$ cat config.mk
export PLATFORM = sky130hd
export DESIGN_NAME = uart_rx
export DESIGN_NICKNAME = d
export VERILOG_FILES = /design/src/rtl/uart_pkg.sv /design/src/rtl/uart_rx_sync.sv /design/src/rtl/uart_rx.sv
export SDC_FILE = /design/constraint.sdc
export NUM_CORES = 1
export LEC_CHECK = 0
export CAP_MARGIN = 20
export CORE_UTILIZATION = 60
export DETAILED_ROUTE_END_ITERATION = 6
export GPL_ROUTABILITY_DRIVEN = 0
export PLACE_DENSITY = 0.93
export SETUP_SLACK_MARGIN = 0.05
export SKIP_CTS_REPAIR_TIMING = 1
export SLEW_MARGIN = 20
export SYNTH_ARGS = -nofsm -noshare
export SYNTH_HDL_FRONTEND = slang
export SYNTH_SLANG_ARGS = --single-unit
$ cat constraint.sdc
create_clock -name iws_clk_50M -period 6 [get_ports iws_clk_50M]
set_clock_uncertainty 0.15 [all_clocks]
set_input_delay 0.9 -clock iws_clk_50M [delete_from_list [all_inputs] [get_ports iws_clk_50M]]
set_output_delay 0.9 -clock iws_clk_50M [all_outputs]
set_load 0.02 [all_outputs]
$ cat src/rtl/uart_pkg.sv
// Shared UART constants: default clocking, frame width and the receiver/transmitter state encoding.
package uart_pkg;

  localparam int CLK_FREQ_DEF  = 50_000_000;
  localparam int BAUD_RATE_DEF = 115200;
  localparam int DATA_BITS     = 8;

  localparam logic [2:0] ST_IDLE      = 3'd0;
  localparam logic [2:0] ST_START     = 3'd1;
  localparam logic [2:0] ST_DATA      = 3'd2;
  localparam logic [2:0] ST_STOP      = 3'd3;
  localparam logic [2:0] ST_WAIT_HIGH = 3'd4;

  typedef enum logic [2:0] {
    IDLE      = ST_IDLE,
    START     = ST_START,
    DATA      = ST_DATA,
    STOP      = ST_STOP,
    WAIT_HIGH = ST_WAIT_HIGH
  } uart_state_t;

  // Clocks per bit; callers must keep the result >= 16.
  function automatic int baud_cnt(input int clk_freq, input int baud_rate);
    return clk_freq / baud_rate;
  endfunction

endpackage

$ cat src/rtl/uart_rx_sync.sv
// Two-flop synchroniser for the serial line plus a third flop for falling-edge detection.
module uart_rx_sync (
  input  logic clk,
  input  logic rst_n,
  input  logic rx,
  output logic rx_lvl,
  output logic rx_fall
);

  logic [2:0] sync;

  // Reset to all ones so a line that is idle-high produces no edge on release.
  always_ff @(posedge clk or negedge rst_n) begin
    if (!rst_n) begin
      sync <= 3'b111;
    end else begin
      sync <= {sync[1:0], rx};
    end
  end

  assign rx_lvl  = sync[1];
  assign rx_fall = sync[2] & ~sync[1];

endmodule

$ cat src/rtl/uart_rx.sv
// 8N1 UART receiver: mid-bit sampling from a baud counter, one-cycle valid / frame-error strobes.
module uart_rx
  import uart_pkg::*;
#(
  parameter int CLK_FREQ  = CLK_FREQ_DEF,
  parameter int BAUD_RATE = BAUD_RATE_DEF
) (
  input  logic       iws_clk_50M,
  input  logic       iws_reset_n,
  input  logic       iws_rx,
  output logic [7:0] ows_data,
  output logic       ows_valid,
  output logic       ows_frame_err,
  output logic       ows_busy
);

  localparam int BAUD_CNT = baud_cnt(CLK_FREQ, BAUD_RATE);
  localparam int CNT_W    = $clog2(BAUD_CNT);
  localparam int IDX_W    = $clog2(DATA_BITS);

  localparam logic [CNT_W-1:0] CNT_HALF = CNT_W'(BAUD_CNT / 2 - 1);
  localparam logic [CNT_W-1:0] CNT_FULL = CNT_W'(BAUD_CNT - 1);
  localparam logic [IDX_W-1:0] IDX_LAST = IDX_W'(DATA_BITS - 1);

  logic rx_lvl;
  logic rx_fall;

  uart_rx_sync u_sync (
    .clk     (iws_clk_50M),
    .rst_n   (iws_reset_n),
    .rx      (iws_rx),
    .rx_lvl  (rx_lvl),
    .rx_fall (rx_fall)
  );

  uart_state_t          state, state_nxt;
  logic [CNT_W-1:0]     cnt, cnt_nxt;
  logic [IDX_W-1:0]     idx, idx_nxt;
  logic [DATA_BITS-1:0] shift, shift_nxt;
  logic [7:0]           data_nxt;
  logic                 valid_nxt;
  logic                 err_nxt;

  always_ff @(posedge iws_clk_50M or negedge iws_reset_n) begin
    if (!iws_reset_n) begin
      state         <= IDLE;
      cnt           <= '0;
      idx           <= '0;
      shift         <= '0;
      ows_data      <= '0;
      ows_valid     <= 1'b0;
      ows_frame_err <= 1'b0;
    end else begin
      state         <= state_nxt;
      cnt           <= cnt_nxt;
      idx           <= idx_nxt;
      shift         <= shift_nxt;
      ows_data      <= data_nxt;
      ows_valid     <= valid_nxt;
      ows_frame_err <= err_nxt;
    end
  end

  // The counter only runs inside a frame and is zeroed at every sample point.
  always_comb begin
    state_nxt = state;
    cnt_nxt   = cnt + 1'b1;
    idx_nxt   = idx;
    shift_nxt = shift;
    data_nxt  = ows_data;
    valid_nxt = 1'b0;
    err_nxt   = 1'b0;
    unique case (state)
      IDLE: begin
        cnt_nxt = '0;
        if (rx_fall) state_nxt = START;
      end
      START: begin
        if (cnt == CNT_HALF) begin
          cnt_nxt   = '0;
          idx_nxt   = '0;
          state_nxt = rx_lvl ? IDLE : DATA;
        end
      end
      DATA: begin
        if (cnt == CNT_FULL) begin
          cnt_nxt        = '0;
          shift_nxt[idx] = rx_lvl;
          if (idx == IDX_LAST) state_nxt = STOP;
          else                 idx_nxt   = idx + 1'b1;
        end
      end
      STOP: begin
        // Leaving at mid stop bit leaves half a bit to catch a back-to-back start edge.
        if (cnt == CNT_FULL) begin
          cnt_nxt = '0;
          if (rx_lvl) begin
            data_nxt  = shift;
            valid_nxt = 1'b1;
            state_nxt = IDLE;
          end else begin
            err_nxt   = 1'b1;
            state_nxt = WAIT_HIGH;
          end
        end
      end
      WAIT_HIGH: begin
        cnt_nxt = '0;
        if (rx_lvl) state_nxt = IDLE;
      end
      default: begin
        cnt_nxt   = '0;
        state_nxt = IDLE;
      end
    endcase
  end

  assign ows_busy = (state != IDLE);

endmodule
==> key figures <==
Status
  • Outcome: finished clean

Clock network
  • Worst-path clk slew: 0.09 ns
  • CTS Sinks: 36
  • Number of CTS-inserted buffers: 5
  • Clock Latency Late Sink: 0.34 ns
  • CTS tree: yes
  • CTS HTree Levels: 2
  • Clk buf depth: 2
  • Clock root cell: clkbuf_4

Worst hold path
  • Worst hold stages: 0
  • Worst min path class: register to register

Routing
  • Routed WL per cell: 15.3 µm
  • Post-route ant nets: 0
  • DRC viols: 0
  • Initial DRT Pass Iterations: 4
  • Total Wirelength: 2990 µm
  • Vias: 1,160
  • Vias per inst: roughly 5.9
  • Starting DRT DRC Count: 32

Power
  • Power density over cell area: 287 mW/mm²
  • Final Total Pwr: 0.553 mW
  • Leakage: 0.881 nW
  • VDD IR-drop max: roughly 290 µV

Die
  • Die span in y: 55.7 µm
  • Rows: 19
  • Core footprint: ~0.0028 mm²
  • Initial core utilization: ~63%
  • I/O Pins: 14
  • Full die area: between 0.003 and 0.004 mm²
  • Die W: ~56 µm

Logic synthesis
  • Mapped Nets: 159
  • Async S/R FF share, synth: between 90% and 100%
  • Top-area cell type share of the netlist area: 47.7%
  • Post-synthesis sequential area ratio: 52.2%
  • Number of synthesized flops with an enable pin: 0
  • Syn_area_per_cell: 11.5 µm²
  • Synth unique cells: 38
  • Synth area leaders: dfrtp_1 (48%), mux2_1 (9.7%), dfstp_2 (4.5%)
  • Main synth FF type: dfrtp_1
  • Post-synthesis simple-gate area fraction: 20.8%
  • Area fraction in compound gates after synthesis: slightly above 5%
  • #FFs+latches synth: 36
  • Commonest cells post-synth: dfrtp_1 (33), nor2_1 (18), mux2_1 (15)
  • Mux cell area share after synthesis: between 10% and 20%
  • Cell with the most instances after synthesis: dfrtp_1
  • Synth Area in XOR/XNOR: 3.54%
  • Largest family of logic cells by synthesized area: simple AND/OR/NAND/NOR gates
  • Cell taking the most area after synthesis: dfrtp_1
  • Synth Instances: 151
  • Synth Cell Area: 0.00173 mm²
  • Synth Area in Adders: 3.61%
  • Syn. warnings: 0

GRT
  • Number of global-route vias before repair: 1,194
  • Initial antenna violation count: 0
  • Pin count of the biggest net entering global routing: 37
  • Overflow left after global routing: 0
  • First-pass GRT wire length: 5440 µm
  • Gr usage total: 22.9%

Worst setup path
  • Crit path kind: register to output pin
  • R2R depth: 6
  • CP Capture Type: output pin
  • Worst path required time: 4.95 ns
  • Setup crit start kind: register
  • Max FO, Critical Path: 18
  • Critical Path AT: 1.84 ns

STA
  • Final hold violation count: 0
  • Worst slew pin tran: 0.945 ns
  • Slew Viols, Final: 0
  • Setup Total Neg Slack: 0 ns
  • Final setup fails: 0
  • Max_slew headroom: between 30 and 40%
  • WHS: 0.215 ns
  • Final Critical Period: 2.89 ns
  • Setup repair after global routing missed its margin: no
  • Fmax achieved: around 350 MHz
  • Final worst-path cycle share: 48.2%

Layout
  • NumNets Final: 171
  • Diodes inserted: 0
  • P&R area growth vs syn: 11.4%
  • Share of cells above drive strength 1: 11.6%

Place
  • PortBufs: 13
  • Detailed Place HPWL: about 2200 µm

Job
  • Max Cap Viol: 0
[layout by cell type (no fill, tap or decap), types with 2 or more instances in the layout]
cell             synthesis  final
or3_1                    2      2
clkbuf_4                 0      5
nor2_1                  18     18
xor2_1                   2      2
ha_1                     5      5
nand2b_1                 3      3
o21ai_0                  3      3
nand2_1                  6      6
nor3_1                   4      4
clkdlybuf4s50_1          0     13
mux2_2                   3      3
a21oi_1                  2      2
nand4_1                  5      5
nand3_1                  5      5
inv_1                    4      4
clkbuf_1                 8      2
a22o_1                   2      2
and3_1                   2      2
nor2b_1                  4      4
xnor2_1                  5      5
dfstp_2                  3      3
dfrtp_1                 33     33
mux2_1                  15     15
[per-layer routing]
layer | up-vias | wire [µm] | track usage [%]
met2 | 32 | 1510 | 37.3
met1 | 563 | 1280 | 27.3
met3 | 8 | 123 | 6.74
li1 | 557 | - | -
met5 | - | 0 | 0
met4 | 0 | 72 | 12.5
[logic make-up (layout without fill, tap and decap cells)]
family / Yosys count / in the layout
xor gates and xnor gates: 7 / 7
AOI/OAI and AO/OA: 13 / 13
DFF: 36 / 36
and+or+nand+nor: 59 / 59
adders and majority gates: 5 / 5
muxes: 18 / 18
buffers and inverters: 13 / 26
[cell type report]
class / instances / area, µm²
clock buffers: 8 / 58.8
multi-input cells: 102 / 776
repair buffers: 14 / 138
fillers: 203 / 827
flip-flops and latches: 36 / 905
inverters: 4 / 15.0
well taps: 31 / 38.8
[metrics by stage]
step	instances	cell area (µm²)	util, %	setup slack, ns
after floorplan	151	1730	-	3.81
after global placement	187	1870	67.9	3.40
after detailed placement	187	1870	67.9	3.23
after CTS	195	1930	70.0	3.10
after global routing	195	1930	70.0	3.03
final	195	1930	70.0	3.11
[report_power, final]
part | internal, mW | switching, mW
registers | 0.272 | 0.0481
clock network | 0.0578 | 0.0729
logic | 0.0452 | 0.0575
[flip-flops by register name (all words and copies together), names as in the netlist]
| name | flops |
|---|---|
| cnt | 9 |
| ows_data | 8 |
| shift | 8 |
| idx | 3 |
| state | 3 |
| u_sync.sync | 3 |
| ows_frame_err | 1 |
| ows_valid | 1 |
[critical path, stage by stage, from the launching register on]
cell	delay (ns)
dfrtp_1	0.59
or3_1	0.39
clkdlybuf4s50_1	0.54
[path summary, 6_finish.rpt]
check	to	slack [ns]	from
setup / recovery	ows_busy	3.11	state[1]
hold / removal	u_sync.sync[1]	0.22	u_sync.sync[0]
setup reg to reg	state[0]	3.24	cnt[1]
hold reg to reg	u_sync.sync[1]	0.22	u_sync.sync[0]
max in group asynchronous	u_sync.sync[2]	4.53	iws_reset_n
min in group asynchronous	shift[0]	0.81	iws_reset_n
No activity file was read; power rests on OpenSTA's default activity.
